===== src/rtl/io_pause_if.sv =====
`default_nettype none
// ============================================================================
// io_pause_if : pause handshake between cycle generator (master) and the
//               IO pause controller (slave).  Rev 1.0
// ============================================================================
interface io_pause_if #(
  parameter int DATA_W = 8
);
  logic              io_req;
  logic              phase_b;
  logic              button_pause;
  logic              button_state;
  logic [DATA_W-1:0] io_data;
  logic              io_done;
  logic              busy;

  modport master (
    output io_req, phase_b,
    input  button_pause, button_state, io_data, io_done, busy
  );

  modport slave (
    input  io_req, phase_b,
    output button_pause, button_state, io_data, io_done, busy
  );
endinterface
`default_nettype wire


===== src/rtl/io_pause_controller.sv =====
`default_nettype none
// ============================================================================
// io_pause_controller : freezes the a/b/c/d cycle on IN/OUT and releases it on
//                       a debounced key press, capturing the switch word.  Rev 1.0
// ============================================================================
module io_pause_controller #(
  parameter int DATA_W          = 8,
  parameter int DEBOUNCE_CYCLES = 250000
) (
  input  wire              clk,
  input  wire              reset,
  input  wire              btn_raw,
  input  wire [DATA_W-1:0] sw_in,
  io_pause_if.slave        bus
);

  localparam int              CNT_W    = $clog2(DEBOUNCE_CYCLES + 1);
  localparam logic [CNT_W-1:0] CNT_LAST = CNT_W'(DEBOUNCE_CYCLES - 1);

  typedef enum logic [1:0] {
    S_IDLE    = 2'd0,
    S_ARMED   = 2'd1,
    S_RELEASE = 2'd2
  } state_t;

  state_t            state_q, state_d;
  logic              sync1_q, sync2_q;
  logic              btn_clean_q, btn_clean_prev_q;
  logic              phase_b_q;
  logic [CNT_W-1:0]  cnt_q;
  logic              button_state_q, button_state_d;
  logic [DATA_W-1:0] io_data_q, io_data_d;

  logic              press;
  logic              phase_b_rise;
  logic              pause_w, busy_w, done_w;

  // Key conditioning; the clean level only moves after an unbroken run of
  // DEBOUNCE_CYCLES samples disagreeing with it.
  always_ff @(posedge clk or negedge reset) begin
    if (!reset) begin
      sync1_q          <= 1'b1;
      sync2_q          <= 1'b1;
      btn_clean_q      <= 1'b1;
      btn_clean_prev_q <= 1'b1;
      cnt_q            <= '0;
      phase_b_q        <= 1'b0;
    end else begin
      sync1_q          <= btn_raw;
      sync2_q          <= sync1_q;
      btn_clean_prev_q <= btn_clean_q;
      phase_b_q        <= bus.phase_b;
      if (sync2_q != btn_clean_q) begin
        if (cnt_q == CNT_LAST) begin
          btn_clean_q <= sync2_q;
          cnt_q       <= '0;
        end else begin
          cnt_q <= cnt_q + CNT_W'(1);
        end
      end else begin
        cnt_q <= '0;
      end
    end
  end

  assign press        = btn_clean_prev_q & ~btn_clean_q;
  assign phase_b_rise = bus.phase_b & ~phase_b_q;

  always_ff @(posedge clk or negedge reset) begin
    if (!reset) begin
      state_q        <= S_IDLE;
      button_state_q <= 1'b0;
      io_data_q      <= '0;
    end else begin
      state_q        <= state_d;
      button_state_q <= button_state_d;
      io_data_q      <= io_data_d;
    end
  end

  always_comb begin
    state_d        = state_q;
    button_state_d = button_state_q;
    io_data_d      = io_data_q;
    pause_w        = 1'b0;
    busy_w         = 1'b0;
    done_w         = 1'b0;
    case (state_q)
      S_IDLE: begin
        // Presented combinationally so it is settled at the generator's b edge.
        pause_w = bus.io_req & reset;
        if (phase_b_rise && bus.io_req) begin
          state_d = S_ARMED;
        end
      end
      S_ARMED: begin
        busy_w = 1'b1;
        if (press) begin
          done_w         = 1'b1;
          io_data_d      = sw_in;
          button_state_d = ~button_state_q;
          state_d        = S_RELEASE;
        end
      end
      S_RELEASE: begin
        if (btn_clean_q) begin
          state_d = S_IDLE;
        end
      end
      default: state_d = S_IDLE;
    endcase
  end

  assign bus.button_pause = pause_w;
  assign bus.busy         = busy_w;
  assign bus.io_done      = done_w;
  assign bus.button_state = button_state_q;
  assign bus.io_data      = io_data_q;

endmodule
`default_nettype wire


===== src/flat_wrapper.sv =====
// flat-port wrapper written by rule: the top's interface ports become plain ports
module io_pause_controller_flat 
#(
  parameter int DATA_W          = 8,
  parameter int DEBOUNCE_CYCLES = 250000
)
  (clk, reset, btn_raw, sw_in, bus_io_req, bus_phase_b, bus_button_pause, bus_button_state, bus_io_data, bus_io_done, bus_busy);
  io_pause_if #(.DATA_W(DATA_W)) bus_i ();
  input  wire clk;
  input  wire reset;
  input  wire btn_raw;
  input  wire [DATA_W-1:0] sw_in;
  input wire logic [$bits(bus_i.io_req)-1:0] bus_io_req;
  input wire logic [$bits(bus_i.phase_b)-1:0] bus_phase_b;
  output wire logic [$bits(bus_i.button_pause)-1:0] bus_button_pause;
  output wire logic [$bits(bus_i.button_state)-1:0] bus_button_state;
  output wire logic [$bits(bus_i.io_data)-1:0] bus_io_data;
  output wire logic [$bits(bus_i.io_done)-1:0] bus_io_done;
  output wire logic [$bits(bus_i.busy)-1:0] bus_busy;
  assign bus_i.io_req = bus_io_req;
  assign bus_i.phase_b = bus_phase_b;
  assign bus_button_pause = bus_i.button_pause;
  assign bus_button_state = bus_i.button_state;
  assign bus_io_data = bus_i.io_data;
  assign bus_io_done = bus_i.io_done;
  assign bus_busy = bus_i.busy;
  io_pause_controller #(.DATA_W(DATA_W), .DEBOUNCE_CYCLES(DEBOUNCE_CYCLES)) u_core (.clk(clk), .reset(reset), .btn_raw(btn_raw), .sw_in(sw_in), .bus(bus_i));
endmodule

===== config.mk =====
export PLATFORM = sky130hd
export DESIGN_NAME = io_pause_controller_flat
export DESIGN_NICKNAME = d
export VERILOG_FILES = /design/src/rtl/io_pause_if.sv /design/src/rtl/io_pause_controller.sv /design/src/flat_wrapper.sv
export SDC_FILE = /design/constraint.sdc
export NUM_CORES = 1
export LEC_CHECK = 0
export CAP_MARGIN = 20
export CORE_MARGIN = 3
export CORE_UTILIZATION = 55
export DETAILED_ROUTE_END_ITERATION = 16
export PLACE_DENSITY = 0.82
export SLEW_MARGIN = 20
export SYNTH_ARGS = -nofsm -noshare
export SYNTH_HDL_FRONTEND = slang
export SYNTH_SLANG_ARGS = --single-unit

===== constraint.sdc =====
create_clock -name clk -period 3.85 [get_ports clk]
set_clock_uncertainty 0.15 [all_clocks]
set_input_delay 0.5775 -clock clk [delete_from_list [all_inputs] [get_ports clk]]
set_output_delay 0.5775 -clock clk [all_outputs]
set_load 0.02 [all_outputs]

After elaboration in Yosys (flattened, before gate mapping). Index checks and enable logic that the tools add are counted.

Eq/ne operators: 7. Bitwise logic cells: 6. Add/sub/neg operators: 1. Reductions and logical operators: 5. Muxes and demuxes: 10.

Operators by type and width (count): $mux W18 (2); $add A18 B1 Y18 const B (1); $eq A18 B18 Y1 const B (1); $mux W2 (3); $ne A2 B1 Y1 const B (3); $pmux W2 S3 (1); $mux W1 (4); $reduce_and A2 Y1 (2); $and A1 B1 Y1 (3); $not A1 Y1 (3); $reduce_and A3 Y1 (1); $eq A2 B1 Y1 const B (1); $eq A2 B2 Y1 const B (1); $logic_not A2 Y1 (1); $logic_and A1 B1 Y1 (1); $ne A1 B1 Y1 (1).

Bits of input ports: 13. Output and inout bits: 12. Register bits: 34.

Longest topological paths before layout. Gate-level depths: netlist of the first run.

Depth after elaboration: 5. Gate-level depth with buffers: 5. Gate-level depth less buffers: 5.

Worst setup path after synthesis of the first run. Ideal clock, no wire load.

Path kind: register -> output. From: register u_core.state_q[0]. To: output bus_io_done. Setup slack: 1.898 ns. Data arrival time: 1.224 ns. Stages on the path, launching flop included: 4. Cell sequence: dfrtp_1 -> nor2b_1 -> and3_1 -> buf_2.

Word-level cells in the longest chain between the ends: 2.

RTL lines: start: declaration (line io_pause_controller.sv:26) `state_t state_q, state_d;`; start signal: assignment (line io_pause_controller.sv:75) `state_q <= state_d;`; $eq A2 B1 Y1 (line io_pause_controller.sv:88) `case (state_q)`; $mux W1 (line io_pause_controller.sv:88); end: declaration (line flat_wrapper.sv:18) `output wire logic [$bits(bus_i.io_done)-1:0] bus_io_done;`.

Every way passes these cells.

Final worst setup path of the first run. Ends and elaborated chain as after synthesis.

==> results of run 1 <==
==> cells in the final DEF (no fill, tap or decap), types with 6 or more instances in the layout <==
| master | instances |
|---|---|
| dfrtp_1 | 30 |
| clkdlybuf4s50_1 | 24 |
| nor2_1 | 18 |
| xnor2_1 | 10 |
| mux2_2 | 9 |
| nand2_1 | 8 |
| nand3_1 | 6 |
| nor4_1 | 6 |
| xor2_1 | 6 |
==> critical path, cell delays in order, from the launching register on <==
cell and delay [ps]:
dfrtp_1 420, nor2b_1 220, and3_1 460, clkdlybuf4s50_1 690
==> state kept, by name (all words and copies together) (netlist names) <==
register and cells:
u_core.cnt_q 18, u_core.bus.io_data 8, u_core.state_q 2, u_core.sync1_q 1, u_core.btn_clean_q 1, u_core.bus.button_state 1, u_core.btn_clean_prev_q 1, u_core.sync2_q 1
u_core.phase_b_q 1
==> per-layer routing <==
layer  part of all wire [%]  vias up  track usage [%]  routed length, um
met5                      0        -                0                  0
met2                     49       19            29.98               1385
li1                       -      523                -                  -
met1                     45      514            23.46               1258
met3                    4.1       10            6.360                117
met4                    2.2        0            8.091                 62
==> cell families (layout without fill, tap and decap cells) <==
kind of cell             after synthesis  in the layout  synth area share [%]
flip-flops                            34             34                 56.11
XOR/XNOR                              16             16                 9.188
multiplexers                           9              9                 6.645
buffers and inverters                  7             38                 1.887
AO/OA/AOI/OAI                          8              8                 4.841
AND/OR/NAND/NOR                       57             57                 20.51
adder cells (fa/ha/maj)                1              1                0.8202
==> through the flow <==
step,util (%),area [um^2]
4_1_cts,74.46,1912
3_5_place_dp,70.13,1800
6_report,74.46,1912
2_1_floorplan,-,1525
3_3_place_gp,70.13,1800
5_1_grt,74.46,1912
==> power groups by stage <==
stage	registers [mW]	clock network, mW	logic (mW)
after floorplan	0.372	0	0.00872
after global placement	0.372	0	0.0295
after global routing	0.366	0.362	0.0332
final	0.365	0.338	0.0297
after CTS	0.365	0.348	0.0306
after detailed placement	0.372	0	0.0306
==> final cells by class <==
class | instances | share of cell area, %
flip-flops and latches | 34 | 44.76
multi-input cells | 91 | 33.51
repair buffers | 25 | 12.96
clock inverters | 2 | 3.141
clock buffers | 6 | 2.683
well taps | 30 | 1.963
inverters | 5 | 0.9817
==> worst min-delay path by stage <==
stage	start	endpoint	slack, ps
4_1_cts	u_core.sync1_q	u_core.sync2_q	210
3_3_place_gp	u_core.sync1_q	u_core.sync2_q	200
6_report	u_core.sync1_q	u_core.sync2_q	210
5_1_grt	u_core.sync1_q	u_core.sync2_q	220
3_5_place_dp	u_core.sync1_q	u_core.sync2_q	200
2_1_floorplan	reset	u_core.bus.button_state	130
==> impl_metrics.json, run 1 <==
{
  "status": "completed",
  "grt_overflow": 0,
  "cts_sinks": 34,
  "ys_seq_area_share_pct": 56.11,
  "netlist_instances": 132,
  "dp_hpwl_um": 2033,
  "p_switching_uw": 136.2,
  "slew-limit-headroom_pct": 35.87,
  "finalCritPeriodShare_pct": 73.89,
  "netlist.area_leader.share_pct": 49.22,
  "synth_area_leader_cell": "dfrtp_1",
  "portBuffers": 24,
  "rsz0062_at_grt": "false",
  "yosys-top-cells-count": "30 x dfrtp_1, 18 x nor2_1, 10 x xnor2_1",
  "r2r_slack_ps": 1650,
  "setup_viol_count_final": 0,
  "chipWidth_um": 58.66,
  "post-place-ws_ps": 1156,
  "crit_arrival_ps": 2120,
  "io_pins": 25,
  "drt_iter0_drc": 37,
  "cts_hold_buffers": 0,
  "ir_drop_uv": 452.4,
  "holdPathStages": 0,
  "end_kind": "primary output",
  "synthFlopType": "dfrtp_1",
  "cts_resized": 0,
  "grt_pass1_vias": 1122,
  "syn2layout_area_growth_pct": 25.35,
  "r2r-start": "u_core.cnt_q[0]",
  "cp_max_fo": 10,
  "fin_crit_ps": 2845,
  "rr_worst_depth": 4,
  "critPathKind": "register to primary output",
  "synth.most_common_cell": "dfrtp_1",
  "placementRows": 18,
  "synth_nets": 146,
  "max_freq_ghz": 0.3515,
  "cts_buffer_depth": 2,
  "gr-usage-all-layers_pct": 18.85,
  "power.total_uw": 733.4,
  "required_ps": 3120,
  "ys_ff_latch": 34,
  "h-tree-depth": 2,
  "final_max_slew_viol_count": 0,
  "ant_nets": 0,
  "dieHeight_um": 58.66,
  "min_path_type": "register to register",
  "vias": 1066,
  "combPwrFrac_pct": 4.1,
  "synth-async-reset-ratio_pct": 100.0,
  "swShare_pct": 18.57,
  "synth_edf_count": 0,
  "drive_gt1_share_pct": 16.56,
  "antenna_found_initial": 0,
  "ys_types": 29,
  "finalHoldViolations": 0,
  "root_buffer": "clkbuf_4",
  "startpoint": "u_core.state_q[0]",
  "fill_cells": 181,
  "viasPerCell": 5.523,
  "syn_area_um2": 1525,
  "maxCapViolCount": 0,
  "finalNetCount": 176,
  "coreArea_um2": 2567,
  "wl_um": 2823,
  "seqPwrFrac_pct": 49.8,
  "gp_congestion": 0.8875,
  "stdcell_count": 193,
  "worstMarginPinSlew_ps": 958.6,
  "drcViolationCount": 0,
  "r2r_end": "u_core.cnt_q[11]",
  "internal-power_uw": 597.2,
  "numCtsBuffers": 5,
  "cp-start-kind": "register",
  "cts_tree": "done",
  "setup_slack_ps": 1005,
  "grt_max_degree": 35,
  "clkPwrFrac_pct": 46.1,
  "drt_pass1_iterations": 4,
  "p_leak_nw": 0.8191,
  "dp.cells": 185,
  "grt_pass1_wl_um": 4878,
  "syn_area_per_cell_um2": 11.55,
  "crit_path_end": "bus_io_done",
  "start_util_pct": 59.41,
  "hold-worst-slack_ps": 210.9,
  "num_antenna_cells": 0,
  "synthTopCellsByArea": "dfrtp_1 49%, dfstp_2 6.9%, mux2_2 6.6%",
  "regArea_um2": 855.8,
  "yosysWarnings": 0,
  "cellPowerDensity_nw_per_um2": 383.6,
  "post_cts_buffers": 0,
  "clock_latency_ps": 330,
  "wire_per_inst_um": 14.63,
  "clk_pin_slew_ps": 110,
  "timing.setup.tns_ps": 0,
  "multi_input_area_um2": 640.6,
  "dieArea_um2": 3441
}
Power figures use the tool's default switching activity.
==> run 2: changes to the inputs <==
--- a/config.mk
+++ b/config.mk
@@ -7,9 +7,9 @@
 export LEC_CHECK = 0
 export CAP_MARGIN = 20
 export CORE_MARGIN = 3
-export CORE_UTILIZATION = 55
+export CORE_UTILIZATION = 52
 export DETAILED_ROUTE_END_ITERATION = 16
-export PLACE_DENSITY = 0.82
+export PLACE_DENSITY = 0.78
 export SLEW_MARGIN = 20
 export SYNTH_ARGS = -nofsm -noshare
 export SYNTH_HDL_FRONTEND = slang
==> constraint.sdc (replaced) <==
create_clock -name clk -period 2.9 [get_ports clk]
set_clock_uncertainty 0.15 [all_clocks]
set_input_delay 0.435 -clock clk [delete_from_list [all_inputs] [get_ports clk]]
set_output_delay 0.435 -clock clk [all_outputs]
set_load 0.02 [all_outputs]
==> run 2 against run 1 <==
  * Cell area decreased by 2.9%
  * Non-clock buffer count up 1
  * First-iteration DRC count up 49%
==> impl_metrics.json, run 2 (synthesis results as in run 1) <==
{
  "largest_reg_flops": 18,
  "finalCritPeriodShare_pct": 94.74,
  "cp_max_fo": 10,
  "p_leak_nw": 0.7963,
  "post_cts_buffers": 0,
  "path_cells": "nor2b_1 -> and3_1 -> clkdlybuf4s50_1",
  "place_area_um2": 1809,
  "ir_drop_uv": 458.5,
  "vias": 1074,
  "hold-worst-slack_ps": 212.9,
  "grt_pass1_wl_um": 4905,
  "crit_path_max_incr_delay_ps": 700,
  "slowest_stage": "clkdlybuf4s50_1",
  "critPathKind": "register to primary output",
  "seqPwrFrac_pct": 63.5,
  "critPathTopFamily": "simple AND/OR/NAND/NOR gates",
  "worstMarginPinSlew_ps": 471.3,
  "holdPathStages": 0,
  "placementRows": 19,
  "gr-usage-all-layers_pct": 18.51,
  "rsz0062_at_grt": "false",
  "required_ps": 2320,
  "cts_buffer_depth": 2,
  "gp_congestion": 0.8852,
  "chipWidth_um": 60.16,
  "dp_hpwl_um": 2084,
  "grt_overflow": 0,
  "grt_pass1_vias": 1073,
  "crit_arrival_ps": 2160,
  "clock_latency_ps": 330,
  "grt_max_degree": 35,
  "cts_hold_buffers": 0,
  "timing.setup.tns_ps": 0,
  "fill_cells": 225,
  "num_antenna_cells": 0,
  "drt_iter0_drc": 55,
  "maxCapViolCount": 0,
  "dieHeight_um": 60.16,
  "io_pins": 25,
  "dieArea_um2": 3619,
  "drcViolationCount": 0,
  "status": "completed",
  "root_buffer": "clkbuf_4",
  "setup_viol_count_final": 0,
  "fin_crit_ps": 2747,
  "drt_pass1_iterations": 4,
  "viasPerCell": 5.536,
  "swShare_pct": 22.97,
  "cts_resized": 0,
  "start_util_pct": 54.84,
  "final_cell_mix": "30 x dfrtp_1, 24 x clkdlybuf4s50_1, 18 x nor2_1",
  "rr_worst_depth": 4,
  "portBuffers": 24,
  "max_freq_ghz": 0.3640,
  "wl_um": 2866,
  "min_path_type": "register to register",
  "numCtsBuffers": 5,
  "final_common_cell": "dfrtp_1",
  "final_max_slew_viol_count": 0,
  "crit_cells": 3,
  "syn2layout_area_growth_pct": 21.74,
  "coreArea_um2": 2781,
  "h-tree-depth": 2,
  "clkPwrFrac_pct": 31.2,
  "end_kind": "primary output",
  "drive_gt1_share_pct": 16.56,
  "crit_buf_inv": 1,
  "cts_sinks": 34,
  "finalInstanceArea_um2": 1857,
  "internal-power_uw": 588.6,
  "finalHoldViolations": 0,
  "cts_tree": "done",
  "slew-limit-headroom_pct": 68.58,
  "combPwrFrac_pct": 5.3,
  "wire_per_inst_um": 14.77,
  "antenna_found_initial": 0,
  "clk_pin_slew_ps": 100,
  "ant_nets": 0,
  "cp-start-kind": "register",
  "finalNetCount": 177,
  "p_switching_uw": 175.5,
  "cellPowerDensity_nw_per_um2": 411.6,
  "top_register": "u_core.cnt_q"
}
[run 2: changes by cell type in the layout (fill, tap and decap cells not counted)]
cell | before | now
bufinv_16 | 2 | 0
clkinv_2 | 0 | 2
buf_4 | 1 | 2
clkbuf_8 | 1 | 0
[run 2: per-layer routing]
metal,track usage (%),routed length [um],vias up
met5,0,0,-
met4,6.962,9,0
met3,7.343,109,2
met2,28.09,1489,18
met1,23.67,1257,525
li1,-,-,529
[run 2: through the flow]
stage                     utilization, %  std cells  power [mW]  worst slack (ps)
after floorplan                        -        132      0.5049              1037
after global placement             65.05        187      0.5342             603.8
after detailed placement           65.05        187      0.5357             551.5
after CTS                          66.76        194      0.7756             150.6
after global routing               66.76        194      0.8126             10.35
final                              66.76        194      0.7642             152.6
[run 2: area by class of cell]
cell class | count | area [um^2] | share of cell area (%)
Sequential cell | 34 | 855.8 | 46.09
Multi-Input combinational cell | 91 | 640.6 | 34.50
Clock inverter | 2 | 10.01 | 0.5391
Timing Repair Buffer | 26 | 255.2 | 13.75
Clock buffer | 5 | 37.54 | 2.022
Tap cell | 31 | 38.79 | 2.089
Inverter | 5 | 18.77 | 1.011
[run 2: path summary, 6_finish.rpt]
kind                                   startpoint               endpoint  slack, ps
max in group asynchronous                   reset         u_core.sync1_q       1880
worst min register to register     u_core.sync1_q         u_core.sync2_q        210
worst max-delay path            u_core.state_q[0]            bus_io_done        150
min in group asynchronous                   reset  u_core.bus.io_data[4]        380
worst min-delay path               u_core.sync1_q         u_core.sync2_q        210
worst max register to register    u_core.cnt_q[5]       u_core.cnt_q[15]        930
[run 2: power groups by stage]
stage / Combinational (mW) / Clock, mW / Sequential, mW
final: 0.0403 / 0.239 / 0.485
after global placement: 0.0403 / 0 / 0.494
after floorplan: 0.0116 / 0 / 0.493
after CTS: 0.0417 / 0.249 / 0.485
after global routing: 0.0454 / 0.281 / 0.486
after detailed placement: 0.0414 / 0 / 0.494
[run 2: worst reg2reg max path: stages (launching register included)]
cell and delay, ps:
dfrtp_1 510, nand4_4 180, or3_4 440, or4b_4 500, a21oi_2 140
